--- config.mk ---
export PLATFORM = sky130hd
export DESIGN_NAME = mac_seq_ctrl
export DESIGN_NICKNAME = d
export VERILOG_FILES = /design/src/rtl/mac_seq_ctrl.sv
export SDC_FILE = /design/constraint.sdc
export NUM_CORES = 1
export LEC_CHECK = 0
export CORE_ASPECT_RATIO = 1.75
export CORE_MARGIN = 4
export CORE_UTILIZATION = 64
export DETAILED_ROUTE_END_ITERATION = 16
export GPL_TIMING_DRIVEN = 0
export PLACE_DENSITY = 0.86
export SLEW_MARGIN = 25
export SYNTH_ARGS = -nofsm -noshare
export SYNTH_HDL_FRONTEND = slang
export SYNTH_SLANG_ARGS = --single-unit
--- constraint.sdc ---
create_clock -name clk -period 4.07 [get_ports clk]
set_input_delay 0.407 -clock clk [delete_from_list [all_inputs] [get_ports clk]]
set_output_delay 0.407 -clock clk [all_outputs]
set_load 0.02 [all_outputs]
--- src/rtl/mac_seq_ctrl.sv ---
// MAC sequencer: walks the weight/data banks through the shared register-file
// read port, accumulates 8 products, then rounds/saturates to a Q3.16 result.
module mac_seq_ctrl #(
  parameter int DW    = 19,
  parameter int AW    = 3,
  parameter int DEPTH = 8,
  parameter int FRAC  = 16,
  parameter int ACCW  = 2*DW+AW
) (
  input  logic          clk,
  input  logic          rst,
  input  logic          aluop_st,
  input  logic          round_en,
  input  logic          host_rd_req,
  input  logic [AW-1:0] host_rd_addr,
  output logic          host_rd_gnt,
  output logic          rf_rd_en,
  output logic [AW-1:0] rf_addr,
  input  logic [DW-1:0] w_rdata,
  input  logic [DW-1:0] x_rdata,
  output logic          busy,
  output logic [DW-1:0] result,
  output logic          result_valid,
  output logic          sat
);

  typedef enum logic [2:0] {IDLE, RUN, DRAIN, ROUND, DONE} state_t;

  localparam int QW = ACCW - FRAC + 1;

  state_t          state, state_nxt;
  logic [AW-1:0]   cnt;
  logic [ACCW-1:0] acc;
  logic            start_pend;
  logic            rnd_l;
  logic            start_req, start_go;
  logic [1:0]      vld_pipe;
  logic [2*DW-1:0] prod;
  logic [ACCW:0]   rinc;
  logic [QW-1:0]   q;
  logic            ovf;

  assign start_req = aluop_st | start_pend;
  assign start_go  = (state == IDLE) & start_req & ~host_rd_req;

  // Read issue -> data one cycle later; the delayed bit gates the accumulate.
  assign vld_pipe[0] = (state == RUN);
  assign prod        = w_rdata * x_rdata;

  // Adding half an LSB before the shift gives round-half-up; the carry out of
  // the kept field lands in the overflow bits checked below.
  assign rinc = rnd_l ? ((ACCW+1)'(1) << (FRAC-1)) : '0;
  assign q    = QW'(({1'b0, acc} + rinc) >> FRAC);
  assign ovf  = |q[QW-1:DW];

  always_ff @(posedge clk or posedge rst) begin
    if (rst) begin
      state       <= IDLE;
      cnt         <= '0;
      acc         <= '0;
      start_pend  <= 1'b0;
      rnd_l       <= 1'b0;
      vld_pipe[1] <= 1'b0;
      result      <= '0;
      sat         <= 1'b0;
    end else begin
      state       <= state_nxt;
      vld_pipe[1] <= vld_pipe[0];
      if (start_go) begin
        cnt        <= '0;
        acc        <= '0;
        rnd_l      <= round_en;
        start_pend <= 1'b0;
      end else if (state == IDLE && start_req) begin
        start_pend <= 1'b1;
      end
      if (state == RUN)
        cnt <= cnt + 1'b1;
      if (vld_pipe[1])
        acc <= acc + ACCW'(prod);
      if (state == ROUND) begin
        result <= ovf ? '1 : q[DW-1:0];
        sat    <= ovf;
      end
    end
  end

  always_comb begin
    state_nxt    = state;
    busy         = 1'b1;
    result_valid = 1'b0;
    host_rd_gnt  = 1'b0;
    rf_rd_en     = 1'b0;
    rf_addr      = cnt;
    case (state)
      IDLE: begin
        busy        = 1'b0;
        host_rd_gnt = host_rd_req;
        rf_rd_en    = host_rd_req;
        rf_addr     = host_rd_addr;
        if (start_go) state_nxt = RUN;
      end
      RUN: begin
        rf_rd_en = 1'b1;
        if (cnt == AW'(DEPTH-1)) state_nxt = DRAIN;
      end
      DRAIN: state_nxt = ROUND;
      ROUND: state_nxt = DONE;
      DONE: begin
        result_valid = 1'b1;
        state_nxt    = IDLE;
      end
      default: state_nxt = IDLE;
    endcase
  end

endmodule

==> impl_metrics.tcl <==
set metrics [dict create \
    port_buffers 60 \
    ant_nets 0 \
    crit_type "input port to flop" \
    status "complete, but fails checks" \
    finalHoldViolations 0 \
    synth.net_count 2442 \
    cts_tree "done" \
    die_x_um 129.7 \
    cts_max_path_buffers 2 \
    cts_made_buffers 9 \
    clkLatencyLatePin_ps 350 \
    critPathLaunchType "input port" \
    place_area_mm2 0.01830 \
    dp_cells 2306 \
    ios 73 \
    violations "negative setup slack" \
    synth_edf_count 0 \
    cts_num_sinks 70 \
    cts-root-buf "clkbuf_16" \
    final_layout_size_suffix_gt1_share_pct 19.96 \
    startpoint "w_rdata[14]" \
    drv_cap 0 \
    crit_arrival_ps 6780 \
    rsz0062_at_grt "true" \
    synthCells 1929 \
    fin_crit_sh_pct 160.9 \
    nFillCells 1289 \
    hp-class "input port to async pin" \
    detail_route.wirelength_mm 60.01 \
    drt-vias-per-instance 6.302 \
    wl_per_cell_um 24.59 \
    grt-ovfl-total 0 \
    ys.flop_type "dfrtp_1" \
    place_hpwl_mm 38.02 \
    antenna_found_initial 0 \
    async_reset_ff_share_pct 100.0 \
    yosysWarnings 0 \
    clock_skew_ps 11.80 \
    r2r-end "acc[38]$_DFFE_PP0P_" \
    rows 77 \
    synth_seq_cells 70 \
    firstDrtPassIters 7 \
    fin_util_pct 82.67 \
    start_util_pct 65.26 \
    setup_viol 37 \
    clk_pin_slew_ps 60 \
    worst_pin_slew_ps 851.6 \
    register_area_mm2 0.001752 \
    r2r-start "acc[31]$_DFFE_PP0P_" \
    multi_input_area_mm2 0.01381 \
    place_congestion 1.001 \
    die_h_um 221.1 \
    h-tree-depth 3 \
    netlist.area_leader.share_pct 39.07 \
    holdBufCountCts 0 \
    die-area_mm2 0.02868 \
    grt_pass1_wl_mm 85.54 \
    synth_area_mm2 0.01660 \
    drv_slew 0 \
    synthToLayoutAreaGrowth_pct 26.67 \
    synthTopCellsByArea "fa_1, inv_1, ha_1" \
    max_freq_mhz 152.7 \
    slew_headroom_pct 43.23 \
    layout_setup_ws_ps -2478 \
    antenna_cells 0 \
    end_kind "flop" \
    syn-mean-instance-area_um2 8.605 \
    fin_crit_ps 6548 \
    fin_nets 2632 \
    final_area_mm2 0.02103 \
    synth_top_cell_by_area "fa_1" \
    worstPathRequired_ps 4300 \
    crit_path_max_fanout 10 \
    grt_pass1_vias 16280 \
    routed-via-count 15380 \
    grt_max_degree 55 \
    r2r_cells 12 \
    ys_seq_area_share_pct 10.55 \
    grtUsageTotal_pct 38.68 \
    r2r_slack_ps 560 \
    core-area_mm2 0.02543 \
    drc 0 \
    yosys.cell_types.count 56 \
    dr.first_iter.drc_count 1781 \
    instances_no_fill 2440 \
]
==> cell usage after synthesis, drive strengths merged (3+ instances only) <==
| cell type | number |
|---|---|
| a211oi | 6 |
| a21o | 15 |
| a21oi | 68 |
| a31oi | 7 |
| and2 | 176 |
| and3 | 11 |
| buf | 5 |
| clkbuf | 74 |
| dfrtp | 70 |
| fa | 324 |
| ha | 143 |
| inv | 481 |
| nand2 | 282 |
| nand3 | 26 |
| nand4 | 13 |
| nor2 | 42 |
| nor3 | 10 |
| o21a | 5 |
| o21ai | 66 |
| o21bai | 10 |
| o31ai | 5 |
| or2 | 3 |
| or3 | 4 |
| xnor2 | 41 |
| xor2 | 7 |
==> how the worst max path moves through the flow <==
| stage | end | slack, ps |
|---|---|---|
| after CTS | acc[33]$_DFFE_PP0P_ | -2270 |
| after global routing | acc[29]$_DFFE_PP0P_ | -2630 |
| after detailed placement | acc[37]$_DFFE_PP0P_ | -3850 |
| after floorplan | acc[38]$_DFFE_PP0P_ | -2090 |
| after global placement | acc[33]$_DFFE_PP0P_ | -3780 |
| final | acc[38]$_DFFE_PP0P_ | -2480 |
==> worst max-delay path, stage by stage <==
cell and delay (ps):
clkbuf_8 180, clkbuf_16 210, nand2_1 90, fa_1 550
inv_1 110, fa_1 500, inv_1 80, fa_1 550
inv_1 80, fa_2 580, fa_2 450, fa_1 520
inv_1 60, fa_1 380, inv_2 90, ha_4 210
buf_8 140, a21oi_4 150, o21ai_2 80, or3_1 320
a211o_1 310, a31oi_4 260, buf_6 130, o21ai_2 50
a211o_1 290
==> state kept, by name, indices dropped and copies added (netlist names) <==
| register | cells |
|---|---|
| result | 19 |
| rnd_l | 1 |
| state | 3 |
| sat | 1 |
| cnt | 3 |
| start_pend | 1 |
| vld_pipe | 1 |
| acc | 41 |
==> layer usage <==
metal / vias to the layer above / track usage (%) / share of wire (%)
met5: - / 0 / 0
met1: 7328 / 42.76 / 30
met3: 601 / 6.250 / 9.4
li1: 6139 / - / -
met4: 0 / 33.05 / 13
met2: 1309 / 63.33 / 47
==> logic make-up after synthesis <==
family                     Yosys count  share of synthesized area [%]
xor gates and xnor gates            48                          2.533
AOI/OAI and AO/OA                  202                          7.417
and+or+nand+nor                    579                          16.77
DFF                                 70                          10.55
buffers and inverters              560                          12.69
adders and majority gates          467                          49.85
muxes                                3                         0.1884
==> timing repair <==
item / CTS / global route
pin swaps: 87 / 56
buffers inserted: 83 / 38
gates resized for setup: 364 / 124
setup endpoints to repair: 38 / 37
endpoints found under the hold margin: 0 / 0
cloned: 2 / 0
==> through the flow <==
| step | hold WS [ps] | worst slack [ps] | setup TNS, ps |
|---|---|---|---|
| 6_report | 360.5 | -2478 | -69390 |
| 5_1_grt | 390.9 | -2627 | -73070 |
| 4_1_cts | 361.5 | -2268 | -60330 |
| 3_5_place_dp | 492.7 | -3846 | -110510 |
| 3_3_place_gp | 478.1 | -3781 | -108650 |
| 2_1_floorplan | 449.8 | -2094 | -53400 |
==> cells in the final DEF (no fill, tap or decap), types with 13 or more instances in the layout <==
cell type	instances
buf_12	17
buf_6	23
ha_1	117
fa_1	301
o21ai_2	14
and2_4	14
nand3_1	26
ha_4	25
nand2_2	17
o21ai_1	28
clkbuf_16	38
nand2_1	258
fa_2	23
buf_4	99
inv_1	447
a21oi_1	48
nand4_1	13
o21ai_0	21
and2_1	162
xnor2_1	32
clkbuf_8	16
dfrtp_1	70
nor2_1	38
a21o_1	14
clkdlybuf4s50_1	34
inv_2	33
clkbuf_1	22
==> area by class of cell <==
type / instances / share of cell area (%)
sequential: 70 / 8.331
multi-input combinational: 1299 / 65.67
tap: 316 / 1.880
clock inverter: 5 / 0.3868
clock buffer: 11 / 1.202
timing repair buffer: 183 / 8.605
inverter: 481 / 8.599
buffer: 75 / 5.332
Power is left out: the tool's default activity adds up to more than one toggle a clock period on the data nets, which glitch-free logic cannot reach.
